File: src/rtl/slurm16_memory_arbiter_pkg.sv
// Shared definitions for the SLURM16 memory arbiter: FSM encodings,
// default master roles and the read data returned on an aborted transaction.
package slurm16_mem_pkg;

  typedef logic [1:0] arb_state_t;

  localparam arb_state_t ARB_IDLE  = 2'd0;
  localparam arb_state_t ARB_ISSUE = 2'd1;
  localparam arb_state_t ARB_DONE  = 2'd2;

  localparam int unsigned MASTER_IFETCH = 0;
  localparam int unsigned MASTER_DATA   = 1;
  localparam int unsigned MASTER_DMA    = 2;

  localparam logic [15:0] ERR_RDATA = 16'hFFFF;

  // One-hot expansion of a master index (up to four masters).
  function automatic logic [3:0] master_onehot(input logic [1:0] idx);
    return 4'b0001 << idx;
  endfunction

endpackage

File: src/rtl/slurm16_memory_arbiter_if.sv
// Bus bundle between the requesters, the arbiter and external memory.
// slave : the arbiter's view (serves requesters, drives the memory port).
// master: the environment's view (requesters and memory model).
interface slurm16_memory_arbiter_if #(
  parameter int unsigned NUM_MASTERS  = 3,
  parameter int unsigned ADDRESS_BITS = 16,
  parameter int unsigned BITS         = 16
);

  logic [NUM_MASTERS-1:0]              m_req;
  logic [NUM_MASTERS-1:0]              m_lock;
  logic [NUM_MASTERS-1:0]              m_wr;
  logic [NUM_MASTERS*ADDRESS_BITS-1:0] m_addr;
  logic [NUM_MASTERS*BITS-1:0]         m_wdata;
  logic [NUM_MASTERS*2-1:0]            m_wr_mask;
  logic [NUM_MASTERS-1:0]              m_ack;
  logic [NUM_MASTERS-1:0]              m_err;
  logic [BITS-1:0]                     m_rdata;

  logic [ADDRESS_BITS-1:0]             mem_address;
  logic [BITS-1:0]                     mem_out;
  logic                                mem_wr;
  logic [1:0]                          mem_wr_mask;
  logic                                mem_valid;
  logic [BITS-1:0]                     mem_in;
  logic                                mem_success;

  modport slave (
    input  m_req, m_lock, m_wr, m_addr, m_wdata, m_wr_mask, mem_in, mem_success,
    output m_ack, m_err, m_rdata, mem_address, mem_out, mem_wr, mem_wr_mask, mem_valid
  );

  modport master (
    output m_req, m_lock, m_wr, m_addr, m_wdata, m_wr_mask, mem_in, mem_success,
    input  m_ack, m_err, m_rdata, mem_address, mem_out, mem_wr, mem_wr_mask, mem_valid
  );

endinterface

File: src/rtl/slurm16_memory_arbiter_rr_picker.sv
// Combinational round-robin picker: first requesting index after rr_ptr,
// searching cyclically.
module slurm16_rr_picker
  import slurm16_mem_pkg::*;
#(
  parameter int unsigned NUM_MASTERS = 3
) (
  input  logic [NUM_MASTERS-1:0] req_i,
  input  logic [1:0]             rr_ptr_i,
  output logic [1:0]             winner_o,
  output logic                   any_req_o
);

  int unsigned idx;
  logic        found;

  // Scan rr_ptr+1 .. rr_ptr+NUM_MASTERS modulo NUM_MASTERS, keep the first hit.
  always_comb begin
    winner_o  = '0;
    any_req_o = |req_i;
    found     = 1'b0;
    idx       = 0;
    for (int unsigned k = 1; k <= NUM_MASTERS; k++) begin
      idx = 32'(rr_ptr_i) + k;
      if (idx >= NUM_MASTERS) idx = idx - NUM_MASTERS;
      if (!found && req_i[idx]) begin
        found    = 1'b1;
        winner_o = idx[1:0];
      end
    end
  end

endmodule

File: src/rtl/slurm16_memory_arbiter.sv
// SLURM16 memory arbiter: serialises one transaction at a time onto the
// external memory port, round-robin between requesters, with a bounded
// burst lock and a per-transaction timeout.
module slurm16_memory_arbiter
  import slurm16_mem_pkg::*;
#(
  parameter int unsigned NUM_MASTERS    = 3,
  parameter int unsigned ADDRESS_BITS   = 16,
  parameter int unsigned BITS           = 16,
  parameter int unsigned LOCK_MAX       = 4,
  parameter int unsigned TIMEOUT_CYCLES = 255
) (
  input  logic                     CLK,
  input  logic                     RSTb,
  slurm16_memory_arbiter_if.slave  bus,
  output logic [1:0]               grant_owner,
  output logic [7:0]               timeout_count
);

  arb_state_t              state_q, state_d;
  logic [1:0]              g_q, g_d;
  logic [1:0]              rr_ptr_q, rr_ptr_d;
  logic [7:0]              lock_cnt_q, lock_cnt_d;
  logic                    lock_pend_q, lock_pend_d;
  logic [7:0]              to_cnt_q, to_cnt_d;
  logic [7:0]              to_total_q, to_total_d;
  logic [ADDRESS_BITS-1:0] addr_q, addr_d;
  logic [BITS-1:0]         wdata_q, wdata_d;
  logic                    wr_q, wr_d;
  logic [1:0]              mask_q, mask_d;
  logic                    valid_q, valid_d;
  logic [NUM_MASTERS-1:0]  ack_q, ack_d;
  logic [NUM_MASTERS-1:0]  err_q, err_d;
  logic [BITS-1:0]         rdata_q, rdata_d;

  logic [NUM_MASTERS-1:0]  pick_req;
  logic [1:0]              pick_win;
  logic                    pick_any;
  logic                    grant;
  logic                    grant_locked;
  logic [1:0]              grant_idx;

  // In DONE the acked master's request is still its old one, so mask it out.
  always_comb begin
    pick_req = bus.m_req;
    if (state_q == ARB_DONE) pick_req = bus.m_req & ~NUM_MASTERS'(master_onehot(g_q));
  end

  slurm16_rr_picker #(.NUM_MASTERS(NUM_MASTERS)) u_picker (
    .req_i     (pick_req),
    .rr_ptr_i  (rr_ptr_q),
    .winner_o  (pick_win),
    .any_req_o (pick_any)
  );

  // Next-state logic: arbitration in IDLE/DONE, completion/timeout in ISSUE.
  always_comb begin
    state_d      = state_q;
    g_d          = g_q;
    rr_ptr_d     = rr_ptr_q;
    lock_cnt_d   = lock_cnt_q;
    lock_pend_d  = lock_pend_q;
    to_cnt_d     = to_cnt_q;
    to_total_d   = to_total_q;
    addr_d       = addr_q;
    wdata_d      = wdata_q;
    wr_d         = wr_q;
    mask_d       = mask_q;
    valid_d      = valid_q;
    ack_d        = '0;
    err_d        = '0;
    rdata_d      = rdata_q;
    grant        = 1'b0;
    grant_locked = 1'b0;
    grant_idx    = pick_win;

    case (state_q)
      ARB_IDLE: begin
        // A pending lock is honoured only in the first cycle after DONE.
        if (lock_pend_q) begin
          lock_pend_d = 1'b0;
          if (bus.m_req[g_q]) begin
            grant        = 1'b1;
            grant_locked = 1'b1;
            grant_idx    = g_q;
          end
        end
        if (!grant && pick_any) begin
          grant     = 1'b1;
          grant_idx = pick_win;
        end
      end

      ARB_ISSUE: begin
        if (bus.mem_success) begin
          state_d     = ARB_DONE;
          valid_d     = 1'b0;
          ack_d[g_q]  = 1'b1;
          rdata_d     = bus.mem_in;
        end else if (to_cnt_q == 8'(TIMEOUT_CYCLES - 1)) begin
          state_d     = ARB_DONE;
          valid_d     = 1'b0;
          ack_d[g_q]  = 1'b1;
          err_d[g_q]  = 1'b1;
          rdata_d     = BITS'(ERR_RDATA);
          if (to_total_q != 8'hFF) to_total_d = to_total_q + 8'd1;
        end else begin
          to_cnt_d = to_cnt_q + 8'd1;
        end
      end

      ARB_DONE: begin
        state_d = ARB_IDLE;
        if (bus.m_lock[g_q] && (lock_cnt_q < 8'(LOCK_MAX - 1))) begin
          lock_pend_d = 1'b1;
        end else if (pick_any) begin
          grant     = 1'b1;
          grant_idx = pick_win;
        end
      end

      default: state_d = ARB_IDLE;
    endcase

    if (grant) begin
      state_d  = ARB_ISSUE;
      g_d      = grant_idx;
      addr_d   = bus.m_addr[grant_idx*ADDRESS_BITS +: ADDRESS_BITS];
      wdata_d  = bus.m_wdata[grant_idx*BITS +: BITS];
      wr_d     = bus.m_wr[grant_idx];
      mask_d   = bus.m_wr_mask[grant_idx*2 +: 2];
      valid_d  = 1'b1;
      to_cnt_d = '0;
      if (grant_locked) begin
        lock_cnt_d = lock_cnt_q + 8'd1;
      end else begin
        lock_cnt_d = '0;
        rr_ptr_d   = grant_idx;
      end
    end
  end

  // State and output registers with synchronous reset.
  always_ff @(posedge CLK) begin
    if (RSTb) begin
      state_q     <= ARB_IDLE;
      g_q         <= '0;
      rr_ptr_q    <= 2'(NUM_MASTERS - 1);
      lock_cnt_q  <= '0;
      lock_pend_q <= 1'b0;
      to_cnt_q    <= '0;
      to_total_q  <= '0;
      addr_q      <= '0;
      wdata_q     <= '0;
      wr_q        <= 1'b0;
      mask_q      <= '0;
      valid_q     <= 1'b0;
      ack_q       <= '0;
      err_q       <= '0;
      rdata_q     <= '0;
    end else begin
      state_q     <= state_d;
      g_q         <= g_d;
      rr_ptr_q    <= rr_ptr_d;
      lock_cnt_q  <= lock_cnt_d;
      lock_pend_q <= lock_pend_d;
      to_cnt_q    <= to_cnt_d;
      to_total_q  <= to_total_d;
      addr_q      <= addr_d;
      wdata_q     <= wdata_d;
      wr_q        <= wr_d;
      mask_q      <= mask_d;
      valid_q     <= valid_d;
      ack_q       <= ack_d;
      err_q       <= err_d;
      rdata_q     <= rdata_d;
    end
  end

  assign bus.m_ack       = ack_q;
  assign bus.m_err       = err_q;
  assign bus.m_rdata     = rdata_q;
  assign bus.mem_address = addr_q;
  assign bus.mem_out     = wdata_q;
  assign bus.mem_wr      = wr_q;
  assign bus.mem_wr_mask = mask_q;
  assign bus.mem_valid   = valid_q;
  assign grant_owner     = g_q;
  assign timeout_count   = to_total_q;

endmodule

File: src/flat_wrapper.sv
// flat-port wrapper written by rule: the top's interface ports become plain ports
module slurm16_memory_arbiter_flat import slurm16_mem_pkg::*;
#(
  parameter int unsigned NUM_MASTERS    = 3,
  parameter int unsigned ADDRESS_BITS   = 16,
  parameter int unsigned BITS           = 16,
  parameter int unsigned LOCK_MAX       = 4,
  parameter int unsigned TIMEOUT_CYCLES = 255
)
  (CLK, RSTb, grant_owner, timeout_count, bus_m_req, bus_m_lock, bus_m_wr, bus_m_addr, bus_m_wdata, bus_m_wr_mask, bus_mem_in, bus_mem_success, bus_m_ack, bus_m_err, bus_m_rdata, bus_mem_address, bus_mem_out, bus_mem_wr, bus_mem_wr_mask, bus_mem_valid);
  slurm16_memory_arbiter_if #(.NUM_MASTERS(NUM_MASTERS), .ADDRESS_BITS(ADDRESS_BITS), .BITS(BITS)) bus_i ();
  input  logic CLK;
  input  logic RSTb;
  output logic [1:0] grant_owner;
  output logic [7:0] timeout_count;
  input wire logic [$bits(bus_i.m_req)-1:0] bus_m_req;
  input wire logic [$bits(bus_i.m_lock)-1:0] bus_m_lock;
  input wire logic [$bits(bus_i.m_wr)-1:0] bus_m_wr;
  input wire logic [$bits(bus_i.m_addr)-1:0] bus_m_addr;
  input wire logic [$bits(bus_i.m_wdata)-1:0] bus_m_wdata;
  input wire logic [$bits(bus_i.m_wr_mask)-1:0] bus_m_wr_mask;
  input wire logic [$bits(bus_i.mem_in)-1:0] bus_mem_in;
  input wire logic [$bits(bus_i.mem_success)-1:0] bus_mem_success;
  output wire logic [$bits(bus_i.m_ack)-1:0] bus_m_ack;
  output wire logic [$bits(bus_i.m_err)-1:0] bus_m_err;
  output wire logic [$bits(bus_i.m_rdata)-1:0] bus_m_rdata;
  output wire logic [$bits(bus_i.mem_address)-1:0] bus_mem_address;
  output wire logic [$bits(bus_i.mem_out)-1:0] bus_mem_out;
  output wire logic [$bits(bus_i.mem_wr)-1:0] bus_mem_wr;
  output wire logic [$bits(bus_i.mem_wr_mask)-1:0] bus_mem_wr_mask;
  output wire logic [$bits(bus_i.mem_valid)-1:0] bus_mem_valid;
  assign bus_i.m_req = bus_m_req;
  assign bus_i.m_lock = bus_m_lock;
  assign bus_i.m_wr = bus_m_wr;
  assign bus_i.m_addr = bus_m_addr;
  assign bus_i.m_wdata = bus_m_wdata;
  assign bus_i.m_wr_mask = bus_m_wr_mask;
  assign bus_i.mem_in = bus_mem_in;
  assign bus_i.mem_success = bus_mem_success;
  assign bus_m_ack = bus_i.m_ack;
  assign bus_m_err = bus_i.m_err;
  assign bus_m_rdata = bus_i.m_rdata;
  assign bus_mem_address = bus_i.mem_address;
  assign bus_mem_out = bus_i.mem_out;
  assign bus_mem_wr = bus_i.mem_wr;
  assign bus_mem_wr_mask = bus_i.mem_wr_mask;
  assign bus_mem_valid = bus_i.mem_valid;
  slurm16_memory_arbiter #(.NUM_MASTERS(NUM_MASTERS), .ADDRESS_BITS(ADDRESS_BITS), .BITS(BITS), .LOCK_MAX(LOCK_MAX), .TIMEOUT_CYCLES(TIMEOUT_CYCLES)) u_core (.CLK(CLK), .RSTb(RSTb), .bus(bus_i), .grant_owner(grant_owner), .timeout_count(timeout_count));
endmodule
File: config.mk
export PLATFORM = sky130hd
export DESIGN_NAME = slurm16_memory_arbiter_flat
export DESIGN_NICKNAME = d
export VERILOG_FILES = /design/src/rtl/slurm16_memory_arbiter_pkg.sv /design/src/rtl/slurm16_memory_arbiter_if.sv /design/src/rtl/slurm16_memory_arbiter_rr_picker.sv /design/src/rtl/slurm16_memory_arbiter.sv /design/src/flat_wrapper.sv
export SDC_FILE = /design/constraint.sdc
export NUM_CORES = 1
export LEC_CHECK = 0
export BUFFER_PORTS_ARGS = -buffer_cell sky130_fd_sc_hd__buf_2
export CAP_MARGIN = 20
export CORE_AREA = 2 2 120 122
export DETAILED_ROUTE_END_ITERATION = 12
export DIE_AREA = 0 0 122 124
export PLACE_DENSITY_LB_ADDON = 0.08
export SETUP_SLACK_MARGIN = 0.2
export SLEW_MARGIN = 25
export SYNTH_ARGS = -nofsm -noshare
export SYNTH_HDL_FRONTEND = slang
export SYNTH_SLANG_ARGS = --single-unit
File: constraint.sdc
create_clock -name CLK -period 2.2 [get_ports CLK]
set_input_delay 0.33 -clock CLK [delete_from_list [all_inputs] [get_ports CLK]]
set_output_delay 0.33 -clock CLK [all_outputs]
set_load 0.005 [all_outputs]
## Yosys cells after proc, flatten, opt, wreduce, memory -nomap -nowiden

Cells that the tools add are included.

| cells by class | value |
|---|---|
| $add $sub $neg | 9 |
| order comparisons | 10 |
| equality and inequality tests | 8 |
| shift operators | 4 |
| mux-type cells | 50 |
| bitwise operators | 7 |
| reduce and logical (&&, ||, !) cells | 25 |

Operator list:

| kind | count |
|---|---|
| $lt A32 B3 Y1 const B | 3 |
| $mux W32 | 3 |
| $shiftx A48 B7 Y16 | 2 |
| $mux W16 | 2 |
| $add A8 B1 Y8 const B | 3 |
| $mux W1 | 22 |
| $mux W2 | 9 |
| $bmux W1 S2 | 6 |
| $reduce_and A2 Y1 | 6 |
| $sub A3 B2 Y4 const B | 3 |
| $ge A3 B2 Y1 const B | 3 |
| $mux W3 | 3 |
| $eq A8 B8 Y1 const B | 1 |
| $lt A8 B2 Y1 const B | 1 |
| $mux W8 | 1 |
| $ne A8 B8 Y1 const B | 1 |
| $add A2 B2 Y3 const B | 2 |
| $lt A2 B3 Y1 const B | 2 |
| $reduce_bool A2 Y1 | 3 |
| $reduce_or A3 Y1 | 2 |
| $shiftx A6 B4 Y2 | 1 |
| $logic_and A1 B1 Y1 | 5 |
| $not A1 Y1 | 5 |
| $ne A4 B2 Y1 const B | 1 |
| 19 further kinds | 23 |

| word-level totals | value |
|---|---|
| bits in registers | 89 |
| input bits | 130 |
| logic and storage cells | 129 |

## Longest topological paths before layout

Gate-level depths: netlist (run 1).

| logic depth | value |
|---|---|
| depth in word-level cells | 19 |
| depth in mapped cells | 10 |
| depth with buffers taken out | 8 |

## Modules after synthesis

A second synthesis (run 1) with hierarchy kept.

| second synthesis, totals | value |
|---|---|
| cell total of the unflattened synthesis | 581 |
| area total of the unflattened synthesis | 4679.5 um^2 |

By module, submodules not included:

| module | times used | cells an instance | area an instance (um^2) |
|---|---|---|---|
| slurm16_memory_arbiter | 1 | 564 | 4564.4 |
| slurm16_rr_picker | 1 | 17 | 115.1 |

## Worst setup path before layout (run 1)

Ideal clock, no wire load.

| timing | value |
|---|---|
| kind | register to register |
| from | register u_core.g_q[0] (netlist: u_core.grant_owner[0]) |
| to | register u_core.wdata_q[10] (netlist: u_core.bus.mem_out[10]) |
| data arrival time | 1.938 ns |
| data required time | 2.075 ns |
| slack | 0.137 ns |
| stages on the path, launching flop included | 8 |
| buffers on the path | 2 |
| period minus slack after synthesis | 2.063 ns |
| path through | dfxtp_1 > buf_4 > mux2_2 > o21a_2 > o31ai_4 > nand2b_2 > buf_4 > o21ai_0 |

| on the way | value |
|---|---|
| cells in the longest elaborated chain, start to end | 18 |
| elaborated cells on any way between the ends | 39 |
| those cells by class | shift (2); mux (27); bitwise (2); reduce/logical (8) |

Ends and longest elaborated chain:

| item | RTL line | RTL |
|---|---|---|
| from (decl) | slurm16_memory_arbiter.sv:21 | `logic [1:0] g_q, g_d;` |
| from (signal assigned) | slurm16_memory_arbiter.sv:163 | `g_q <= g_d;` |
| $shl A1 B2 Y3 | slurm16_memory_arbiter_pkg.sv:19 | `return 4'b0001 << idx;` |
| $not A3 Y3 | slurm16_memory_arbiter.sv:46 | `if (state_q == ARB_DONE) pick_req = bus.m_req & ~NUM_MASTERS'(master_onehot(g_q));` |
| $and A3 B3 Y3 | slurm16_memory_arbiter.sv:46 |  |
| $mux W3 | slurm16_memory_arbiter.sv:46 |  |
| $bmux W1 S2 | slurm16_memory_arbiter_rr_picker.sv:26 | `if (!found && req_i[idx]) begin` |
| $mux W1 (implied by the code) | slurm16_memory_arbiter_rr_picker.sv:26 |  |
| $mux W1 | slurm16_memory_arbiter_rr_picker.sv:26 |  |
| $logic_not A1 Y1 | slurm16_memory_arbiter_rr_picker.sv:26 |  |
| (+2 left out) | n/a |  |
| $logic_not A1 Y1 | slurm16_memory_arbiter_rr_picker.sv:26 |  |
| $logic_and A1 B1 Y1 | slurm16_memory_arbiter_rr_picker.sv:26 |  |
| $mux W2 | slurm16_memory_arbiter_rr_picker.sv:26 |  |
| $mux W2 | slurm16_memory_arbiter.sv:82 | `if (bus.m_req[g_q]) begin` |
| $mux W2 | slurm16_memory_arbiter.sv:80 | `if (lock_pend_q) begin` |
| $mux W2 | slurm16_memory_arbiter.sv:88 | `if (!grant && pick_any) begin` |
| $mux W2 | n/a |  |
| $shiftx A48 B7 Y16 | slurm16_memory_arbiter.sv:129 | `wdata_d = bus.m_wdata[grant_idx*BITS +: BITS];` |
| to (signal assigned) | slurm16_memory_arbiter.sv:170 | `wdata_q <= wdata_d;` |
| to (decl) | slurm16_memory_arbiter.sv:28 | `logic [BITS-1:0] wdata_q, wdata_d;` |

Parallel ways exist; a longest one is shown, timed or not. The select of a mux whose other input is x is not followed.
A chain may end at the register's enable or synchronous reset.

## Worst setup path after layout (run 1)

| timing | value |
|---|---|
| from | register u_core.g_q[0] (netlist: u_core.grant_owner[0]) |
| to | register u_core.addr_q[7] (netlist: u_core.bus.mem_address[7]) |

| on the way | value |
|---|---|
| cells in the longest elaborated chain, start to end | 18 |
| elaborated cells on any way between the ends | 39 |
| those cells by class | shift (2); mux (27); bitwise (2); reduce/logical (8) |

Ends and longest elaborated chain:

| item | RTL line | RTL |
|---|---|---|
| $shl A1 B2 Y3 | slurm16_memory_arbiter_pkg.sv:19 |  |
| $not A3 Y3 | slurm16_memory_arbiter.sv:46 |  |
| $and A3 B3 Y3 | slurm16_memory_arbiter.sv:46 |  |
| $mux W3 | slurm16_memory_arbiter.sv:46 |  |
| $bmux W1 S2 | slurm16_memory_arbiter_rr_picker.sv:26 |  |
| $mux W1 (implied by the code) | slurm16_memory_arbiter_rr_picker.sv:26 |  |
| $mux W1 | slurm16_memory_arbiter_rr_picker.sv:26 |  |
| $logic_not A1 Y1 | slurm16_memory_arbiter_rr_picker.sv:26 |  |
| (+2 left out) | n/a |  |
| $logic_not A1 Y1 | slurm16_memory_arbiter_rr_picker.sv:26 |  |
| $logic_and A1 B1 Y1 | slurm16_memory_arbiter_rr_picker.sv:26 |  |
| $mux W2 | slurm16_memory_arbiter_rr_picker.sv:26 |  |
| $mux W2 | slurm16_memory_arbiter.sv:82 |  |
| $mux W2 | slurm16_memory_arbiter.sv:80 |  |
| $mux W2 | slurm16_memory_arbiter.sv:88 |  |
| $mux W2 | n/a |  |
| $shiftx A48 B7 Y16 | slurm16_memory_arbiter.sv:128 | `addr_d = bus.m_addr[grant_idx*ADDRESS_BITS +: ADDRESS_BITS];` |
| to (signal assigned) | slurm16_memory_arbiter.sv:169 | `addr_q <= addr_d;` |
| to (decl) | slurm16_memory_arbiter.sv:27 | `logic [ADDRESS_BITS-1:0] addr_q, addr_d;` |

Parallel ways exist; a longest one is shown, timed or not. The select of a mux whose other input is x is not followed.

==> impl_metrics.tcl, run 1 <==
set metrics [dict create \
    dp.final_hpwl_microns 9485 \
    synth.distinct_cells 46 \
    syn_to_final_growth_pct 52.99 \
    gp_congestion 0.7668 \
    htreeDepth 3 \
    hold_buffers 0 \
    drt-initial-drc-count 320 \
    syn_inst 445 \
    finalSetupViolations 0 \
    cts_tree "built" \
    grt_util_all_layers_pct 17.01 \
    cp.required_ns 2.42 \
    syn-cell-area_sq_mm 0.004096 \
    yosysWarnings 0 \
    p_per_area_mw_per_mm2 752.8 \
    grt_pass1_wl_microns 19930 \
    crit_path_max_fanout 6 \
    synthMuxAreaShare_pct 9.805 \
    critPathArrivalTime_ns 2.34 \
    synth_compound_area_share_pct 17.84 \
    synth.net_count 582 \
    post-place-ws_ns -0.03323 \
    worstMarginPinSlew_ns 0.5813 \
    cts.path.max_buffers 2 \
    timing.final.ws_setup_ns 0.07960 \
    maxCapViolCount 0 \
    core_sq_mm 0.01372 \
    fin_skew_ns 0.005263 \
    ant_nets 0 \
    hold_class "primary input to flip-flop" \
    rows 43 \
    hold_viol 0 \
    synth-xor-area-share_pct 3.421 \
    numCtsBuffers 9 \
    port_buffers 197 \
    die_height_microns 124 \
    end_kind "flip-flop" \
    period_share_pct 96.38 \
    grt_pass1_vias 3855 \
    design_power_total_mw 4.718 \
    synth_top_family_by_area "simple AND/OR/NAND/NOR gates" \
    status "finished, final reports clean" \
    antenna_found_initial 0 \
    leakagePower_nw 2.838 \
    worstSetupPathType "flip-flop to flip-flop" \
    slew_viol_final 0 \
    fmax_mhz 471.6 \
    avgSynthCellArea_sq_um 9.205 \
    grt_setup_unrepaired "yes" \
    dpl-instance-area_sq_mm 0.005380 \
    clock_latency_ns 0.34 \
    clk_pin_slew_ns 0.06 \
    vias 4216 \
    cpMaxStageDelayCell "dfxtp_4" \
    initial_core_util_pct 29.86 \
    wl_per_cell_microns 16.77 \
    synth-seq-cells 89 \
    period_needed_ns 2.120 \
    placed_cells 812 \
    grt_max_degree 36 \
    layout-drive-gt1-share_pct 45.05 \
    layout_commonest_cell "buf_2" \
    dieWidth_microns 122 \
    start_kind "flip-flop" \
    cts-root-buf "clkbuf_16" \
    slowest_delay_ns 0.36 \
    antennaDiodeCount 0 \
    stdcell_area_sq_mm 0.006267 \
    fin_nets 810 \
    fin_cells 857 \
    grt-ovfl-total 0 \
    die_area_sq_mm 0.01513 \
    path_cells "nand2b_4, a2111oi_4, o21a_4, mux2i_4, buf_12, buf_6, buf_12, mux2i_4, o21ai_1" \
    clock_sinks 89 \
    synthAdderAreaFrac_pct 2.138 \
    slew_headroom_pct 61.15 \
    drcViolationCount 0 \
    ys_seq_area_share_pct 43.49 \
    vdd_drop_max_mv 0.2869 \
    num_io_pins 198 \
    routed_wl_microns 14370 \
    layout_common_cells "buf_2, dfxtp_1, nor2_1" \
    viasPerCell 4.919 \
    synth-simple-area-share_pct 18.48 \
    firstDrtPassIters 4 \
]
worst max-delay path, delay by kind of cell (launching register included):
| kind | cells | cell delay, ns |
|---|---|---|
| buffers and inverters | 3 | 0.35 |
| and+or+nand+nor | 1 | 0.15 |
| DFF | 1 | 0.36 |
| AOI/OAI and AO/OA | 3 | 0.66 |
| muxes | 2 | 0.47 |
Yosys cell counts, drive strengths merged:
| cell type | instances | share of area (%) |
|---|---|---|
| nand2b | 7 | 1.1 |
| mux2i | 39 | 9.5 |
| nand4 | 6 | 0.92 |
| o211ai | 1 | 0.18 |
| or3 | 4 | 0.61 |
| nand3b | 5 | 0.92 |
| buf | 19 | 3.1 |
| nand3 | 9 | 1.1 |
| clkbuf | 12 | 1.1 |
| dfxtp | 89 | 43 |
| o221ai | 1 | 0.37 |
| nor4b | 1 | 0.37 |
| nand4bb | 1 | 0.67 |
| inv | 7 | 0.64 |
| o22ai | 1 | 0.15 |
| a32oi | 36 | 7.7 |
| o31ai | 1 | 0.52 |
| a311o | 1 | 0.24 |
| and4 | 2 | 0.43 |
| nor2b | 4 | 0.61 |
| nor3 | 20 | 2.4 |
| and4b | 1 | 0.24 |
| nor2 | 63 | 5.8 |
| nor4 | 2 | 0.31 |
| or2 | 2 | 0.31 |
| a211oi | 3 | 0.55 |
| a31oi | 1 | 0.15 |
| mux2 | 1 | 0.27 |
| xnor2 | 4 | 0.86 |
| nand2 | 19 | 1.7 |
| ha | 7 | 2.1 |
| a2111oi | 1 | 0.37 |
| and4bb | 1 | 0.31 |
| o21a | 3 | 0.58 |
| a22oi | 1 | 0.31 |
| o211a | 1 | 0.24 |
| and3 | 3 | 0.46 |
| o21ai | 42 | 5.1 |
| xor2 | 12 | 2.6 |
| a21oi | 11 | 1.3 |
| and2 | 1 | 0.15 |
sequential cells by signal, indices dropped and copies added (netlist names):
| name | count |
|---|---|
| u_core.lock_cnt_q | 8 |
| u_core.grant_owner | 2 |
| u_core.bus.mem_out | 16 |
| u_core.bus.mem_address | 16 |
| u_core.bus.m_ack | 3 |
| u_core.bus.m_rdata | 16 |
| u_core.to_cnt_q | 8 |
| u_core.state_q | 2 |
| u_core.lock_pend_q | 1 |
| u_core.timeout_count | 8 |
| u_core.bus.mem_wr_mask | 2 |
| u_core.bus.m_err | 3 |
| u_core.bus.mem_valid | 1 |
| u_core.rr_ptr_q | 2 |
| u_core.bus.mem_wr | 1 |
area by class of cell:
class,instances,area [sq um]
fillers,1349,7452
multi-input cells,322,2366
flip-flops and latches,89,1799
repair buffers,244,1587
clock buffers,12,246.5
well taps,180,225.2
inverters,7,26.28
clock inverters,3,17.52
stage by stage:
| stage | setup TNS, ns | utilization [%] | hold slack (ns) |
|---|---|---|---|
| after floorplan | 0 | - | 0.4496 |
| after global placement | -0.02217 | 39.22 | 0.4416 |
| after detailed placement | -0.05543 | 39.22 | 0.4529 |
| after CTS | 0 | 43.20 | 0.2172 |
| after global routing | -0.2226 | 45.68 | 0.2233 |
| final | 0 | 45.68 | 0.2325 |
logic make-up (layout without fill, tap and decap cells):
group | count (synthesis) | count (layout)
AOI/OAI and AO/OA | 104 | 104
xor gates and xnor gates | 16 | 16
adders and majority gates | 7 | 7
buffers and inverters | 38 | 266
DFF | 89 | 89
muxes | 40 | 40
and+or+nand+nor | 151 | 155
per-layer routing:
metal	share of wire, %	global-route usage (%)	vias up
met3	7.3	3.709	18
met1	40	20.17	1945
met4	2.0	7.040	0
met2	51	29.78	162
met5	0	0	-
li1	-	-	2091
report_power, final:
group	total, mW	internal (mW)	switching (mW)
Combinational	1.45	0.769	0.678
Clock	1.39	0.787	0.605
Sequential	1.88	1.78	0.0997
path summary, 6_finish.rpt:
kind / start / endpoint / slack (ns) / cells past startpoint
worst max-delay path: u_core.grant_owner[0] / u_core.bus.mem_address[7] / 0.08 / 9
worst min-delay path: bus_m_wdata[45] / u_core.bus.mem_out[13] / 0.23 / 3
worst max register to register: u_core.grant_owner[0] / u_core.bus.mem_address[7] / 0.08 / 9
worst min register to register: u_core.bus.mem_address[0] / u_core.bus.mem_address[0] / 0.47 / 2
what timing repair did:
| item | 4_1_cts | 5_1_grt |
|---|---|---|
| pin swaps | 3 | 3 |
| gates cloned | 5 | 8 |
| gates resized for setup | 30 | 44 |
| endpoints found under the setup margin | 45 | 56 |
| buffers inserted | 8 | 9 |
Power figures use the tool's default switching activity.
==> run 2: changes to the inputs <==
REMOVE_ABC_BUFFERS = 1   (was default)
SKIP_LAST_GASP = 1   (was default)
==> run 2 against run 1 <==
Net effect:
- clock power rose by 33%
- combinational power barely moved
- register-to-register slack barely moved
- global-route usage barely moved
- final cell count fell by 0.58%
- hold slack got worse by 0.0092 ns
- wire length fell by 4.7%
- fmax rose by 0.47%
==> impl_metrics.tcl, run 2 (synthesis gave the netlist of run 1 again) <==
set metrics [dict create \
    layout-drive-gt1-share_pct 45.16 \
    gp_congestion 0.7568 \
    drcViolationCount 0 \
    fin_skew_ns 0.008843 \
    slew_viol_final 0 \
    cp.required_ns 2.43 \
    clock_latency_ns 0.34 \
    fillers 1365 \
    initial_core_util_pct 29.86 \
    die_height_microns 124 \
    clock_sinks 89 \
    hold_buffers 0 \
    sw_frac_of_total_pct 27.33 \
    layout_common_cells "buf_2, dfxtp_1, nor2_1" \
    port_buffers 197 \
    numCtsBuffers 9 \
    worstMarginPinSlew_ns 0.5247 \
    maxCapViolCount 0 \
    cts_tree "built" \
    slowest_delay_ns 0.35 \
    cpMaxStageDelayCell "dfxtp_4" \
    antenna_found_initial 1 \
    htreeDepth 3 \
    start_kind "flip-flop" \
    hold_class "primary input to flip-flop" \
    cts.path.max_buffers 2 \
    utilization_pct 46.03 \
    cts-root-buf "clkbuf_16" \
    status "finished, final reports clean" \
    placed_cells 820 \
    period_share_pct 95.94 \
    grt_pass1_vias 3973 \
    path_cells "nand2b_4, a2111oi_4, o21a_2, mux2i_4, buf_6, buf_12, mux2i_2, o21ai_1" \
    grt_setup_unrepaired "yes" \
    crit_buf_inv 2 \
    critical-path-top-delay-family "compound AO/OA/AOI/OAI gates" \
    wl_per_cell_microns 16.07 \
    ant_nets 0 \
    core_sq_mm 0.01372 \
    comb_power_share_pct 27.7 \
    drt-initial-drc-count 142 \
    worstSetupPathType "flip-flop to flip-flop" \
    fmax_mhz 473.8 \
    grt_util_all_layers_pct 17.02 \
    period_needed_ns 2.111 \
    layout_commonest_cell "buf_2" \
    rows 43 \
    grt_max_degree 38 \
    clk_pin_slew_ns 0.06 \
    fin_nets 803 \
    grt_pass1_wl_microns 20000 \
    end_kind "flip-flop" \
    grt-ovfl-total 0 \
    fin_cells 852 \
    vdd_drop_max_mv 0.5348 \
    p_int_mw 3.739 \
    firstDrtPassIters 4 \
    viasPerCell 4.881 \
    whs_ns 0.2233 \
    dieWidth_microns 122 \
    p_sw_mw 1.406 \
    die_area_sq_mm 0.01513 \
    vias 4159 \
    hold_viol 0 \
    leakagePower_nw 2.851 \
    num_io_pins 198 \
    crit_path_max_fanout 5 \
    syn_to_final_growth_pct 54.15 \
    critPathArrivalTime_ns 2.34 \
    routed_wl_microns 13690 \
    slew_headroom_pct 64.94 \
    finalSetupViolations 0 \
    dp.final_hpwl_microns 9179 \
    p_per_area_mw_per_mm2 814.8 \
    p_clk_share_pct 35.9 \
    seqPwrFrac_pct 36.5 \
]
==> run 2: per-layer routing <==
metal | vias up | share of wire (%) | global-route usage, %
li1 | 2066 | - | -
met1 | 1931 | 42 | 20.87
met2 | 146 | 48 | 27.55
met3 | 16 | 7.8 | 5.907
met4 | 0 | 1.6 | 6.466
met5 | - | 0 | 0
==> run 2: repair_timing <==
action,CTS,global route
hold endpoints to repair,0,0
setup buffers,4,3
endpoints found under the setup margin,41,51
cloned,3,5
resized for setup,48,36
pin swaps,6,2
==> run 2: worst min-delay path, delay by kind of cell <==
family | cells | cell delay [ns]
buf+inv | 1 | 0.08
compound gates | 2 | 0.13
==> run 2: power groups by stage <==
stage	combinational, mW	sequential, mW	clock, mW
after floorplan	0.507	1.92	0
after global placement	1.07	1.90	0
after detailed placement	1.08	1.90	0
after CTS	1.29	1.87	1.91
after global routing	1.53	1.90	1.99
final	1.42	1.88	1.85
==> run 2: path summary, 6_finish.rpt <==
path,startpoint,endpoint,slack [ns],cells past startpoint
worst max-delay path,u_core.grant_owner[0],u_core.bus.mem_out[4],0.09,8
worst min-delay path,bus_m_wr_mask[5],u_core.bus.mem_wr_mask[1],0.22,3
worst max register to register,u_core.grant_owner[0],u_core.bus.mem_out[4],0.09,8
worst min register to register,u_core.bus.mem_out[9],u_core.bus.mem_out[9],0.47,2
==> run 2: through the flow <==
step	TNS, ns	setup WS [ns]	power [mW]	area (sq um)
5_1_grt	0	0.008168	5.421	6312
3_3_place_gp	0	0.001812	2.968	5426
2_1_floorplan	-79.73	-2.281	2.430	3925
4_1_cts	0	0.1166	5.067	6082
3_5_place_dp	-0.3469	-0.04353	2.982	5426
6_report	0	0.08942	5.146	6315
==> run 2: area by class of cell <==
| cell class | instances | area, sq um | share of cell area, % |
|---|---|---|---|
| multi-input combinational | 318 | 2326 | 36.83 |
| sequential | 89 | 1795 | 28.43 |
| timing repair buffer | 241 | 1573 | 24.91 |
| clock buffer | 12 | 266.5 | 4.220 |
| tap | 180 | 225.2 | 3.566 |
| clock inverter | 4 | 97.59 | 1.545 |
| inverter | 7 | 28.78 | 0.4557 |
| antenna | 1 | 2.502 | 0.03963 |
==> run 3: changes to the inputs <==
CORE_AREA = 2 2 129 131   (was 2 2 120 122)
DIE_AREA = 0 0 131 133   (was 0 0 122 124)
SKIP_CTS_REPAIR_TIMING = 1   (was default)
==> run 3 against run 2 <==
Net effect:
- final area is 1.4% lower
- critical path type unchanged
- critical endpoint is now u_core.bus.mem_out[11]
- sequential share of layout area is 0.41 points higher
- hold slack worse by 0.0021 ns
- largest cell class unchanged
- via count rose by 1.6%
- fmax down 1.6%
==> impl_metrics.tcl, run 3 (synthesis gave the netlist of run 1 again) <==
set metrics [dict create \
    drcViolationCount 0 \
    reg2reg_depth 8 \
    fin_skew_ns 0.008482 \
    grt_util_all_layers_pct 15.43 \
    layout-drive-gt1-share_pct 44.56 \
    end_kind "flip-flop" \
    grt_pass1_wl_microns 21040 \
    ant_nets 0 \
    clk_pin_slew_ns 0.07 \
    critPathArrivalTime_ns 2.37 \
    rows 47 \
    routed_wl_microns 14650 \
    vias 4225 \
    status "finished, final reports clean" \
    drt-initial-drc-count 125 \
    slew_headroom_pct 61.39 \
    core_sq_mm 0.01617 \
    start_kind "flip-flop" \
    worstMarginPinSlew_ns 0.5778 \
    clock_latency_ns 0.34 \
    dp.final_hpwl_microns 9771 \
    cpMaxStageDelayCell "a2111oi_4" \
    cts-root-buf "clkbuf_16" \
    leakagePower_nw 2.839 \
    crit_path_max_fanout 5 \
    slowest_delay_ns 0.39 \
    vdd_drop_max_mv 0.3585 \
    initial_core_util_pct 25.33 \
    gp_congestion 0.8207 \
    grt_setup_unrepaired "yes" \
    path_cells "nand2b_4, a2111oi_4, o21a_4, mux2i_4, buf_12, clkbuf_16, mux2i_1, o21ai_1" \
    die_height_microns 133 \
    slew_viol_final 0 \
    r2r-end "u_core.bus.mem_out[11]" \
    syn_to_final_growth_pct 52.05 \
    cp.required_ns 2.42 \
    maxCapViolCount 0 \
    fin_nets 804 \
    antennaDiodeCount 0 \
    whs_ns 0.2212 \
    dpl-instance-area_sq_mm 0.005421 \
    grt_max_degree 36 \
    layout_commonest_cell "buf_2" \
    dieWidth_microns 131 \
    antenna_found_initial 0 \
    min_path_cells 3 \
    period_needed_ns 2.145 \
    hold_class "primary input to flip-flop" \
    firstDrtPassIters 4 \
    wl_per_cell_microns 16.44 \
    htreeDepth 3 \
    cts_tree "built" \
    stdcell_area_sq_mm 0.006228 \
    cts.path.max_buffers 2 \
    layout_common_cells "buf_2, dfxtp_1, nor2_1" \
    numCtsBuffers 9 \
    fmax_mhz 466.1 \
    grt_pass1_vias 4043 \
    r2r_start "u_core.grant_owner[0]" \
    regToRegSetupSlack_ns 0.05 \
    port_buffers 197 \
    finalSetupViolations 0 \
    hold_path_end "u_core.bus.mem_wr_mask[0]" \
    clock_sinks 89 \
    viasPerCell 4.742 \
    period_share_pct 97.52 \
    hold_viol 0 \
    grt-ovfl-total 0 \
    p_per_area_mw_per_mm2 792.8 \
    num_io_pins 198 \
    setup_tns_ns 0 \
    worstSetupPathType "flip-flop to flip-flop" \
    die_area_sq_mm 0.01742 \
    min_from "bus_m_wr_mask[4]" \
]
==> run 3: worst max-delay path, delay by kind of cell, from the launching register on <==
| family | cells | cell delay, ns |
|---|---|---|
| mux | 2 | 0.49 |
| compound gates | 3 | 0.67 |
| simple gates | 1 | 0.15 |
| flops | 1 | 0.37 |
| buf+inv | 2 | 0.33 |
==> run 3: how the worst max path moves through the flow <==
stage / slack (ns) / end / cells after the start / start
finish: 0.05 / u_core.bus.mem_out[11] / 8 / u_core.grant_owner[0]
global route: 0.003 / u_core.bus.mem_wr_mask[1] / 8 / u_core.grant_owner[0]
CTS: -0.07 / u_core.bus.mem_out[9] / 9 / u_core.rr_ptr_q[1]
detailed placement: -0.05 / u_core.bus.mem_out[9] / 9 / u_core.rr_ptr_q[1]
global placement: 0.0006 / u_core.bus.mem_out[9] / 9 / u_core.rr_ptr_q[1]
floorplan: -2.28 / u_core.bus.mem_address[10] / 6 / u_core.grant_owner[0]
==> run 3: area by class of cell <==
cell class,instances,area [sq um]
repair buffers,242,1539
clock buffers,11,252.7
flip-flops and latches,89,1797
inverters,7,26.28
multi-input cells,318,2262
clock inverters,4,76.32
well taps,220,275.3
fillers,1637,9943
==> run 3: stage by stage <==
step / util (%) / setup slack, ns / total power [mW] / instances
6_report: 38.51 / 0.05459 / 4.938 / 891
5_1_grt: 38.51 / 0.003129 / 5.182 / 891
4_1_cts: 35.56 / -0.07468 / 4.683 / 870
3_5_place_dp: 33.52 / -0.05001 / 2.948 / 855
3_3_place_gp: 33.52 / 0.0006195 / 2.950 / 855
2_1_floorplan: - / -2.281 / 2.430 / 414
==> run 3: power by group <==
part           switching (mW)  total (mW)  internal (mW)
clock                   0.672        1.73           1.05
combinational           0.651        1.33          0.681
sequential              0.100        1.88           1.78
total                    1.42        4.94           3.51
==> run 3: metal layers <==
metal  vias to the layer above  GRT usage, %  share of wire, %
met5                         -             0                 0
met4                         0         7.092               2.8
met3                        26         3.356               4.2
met2                       114         24.53                48
met1                      2009         19.83                45
li1                       2076             -                 -
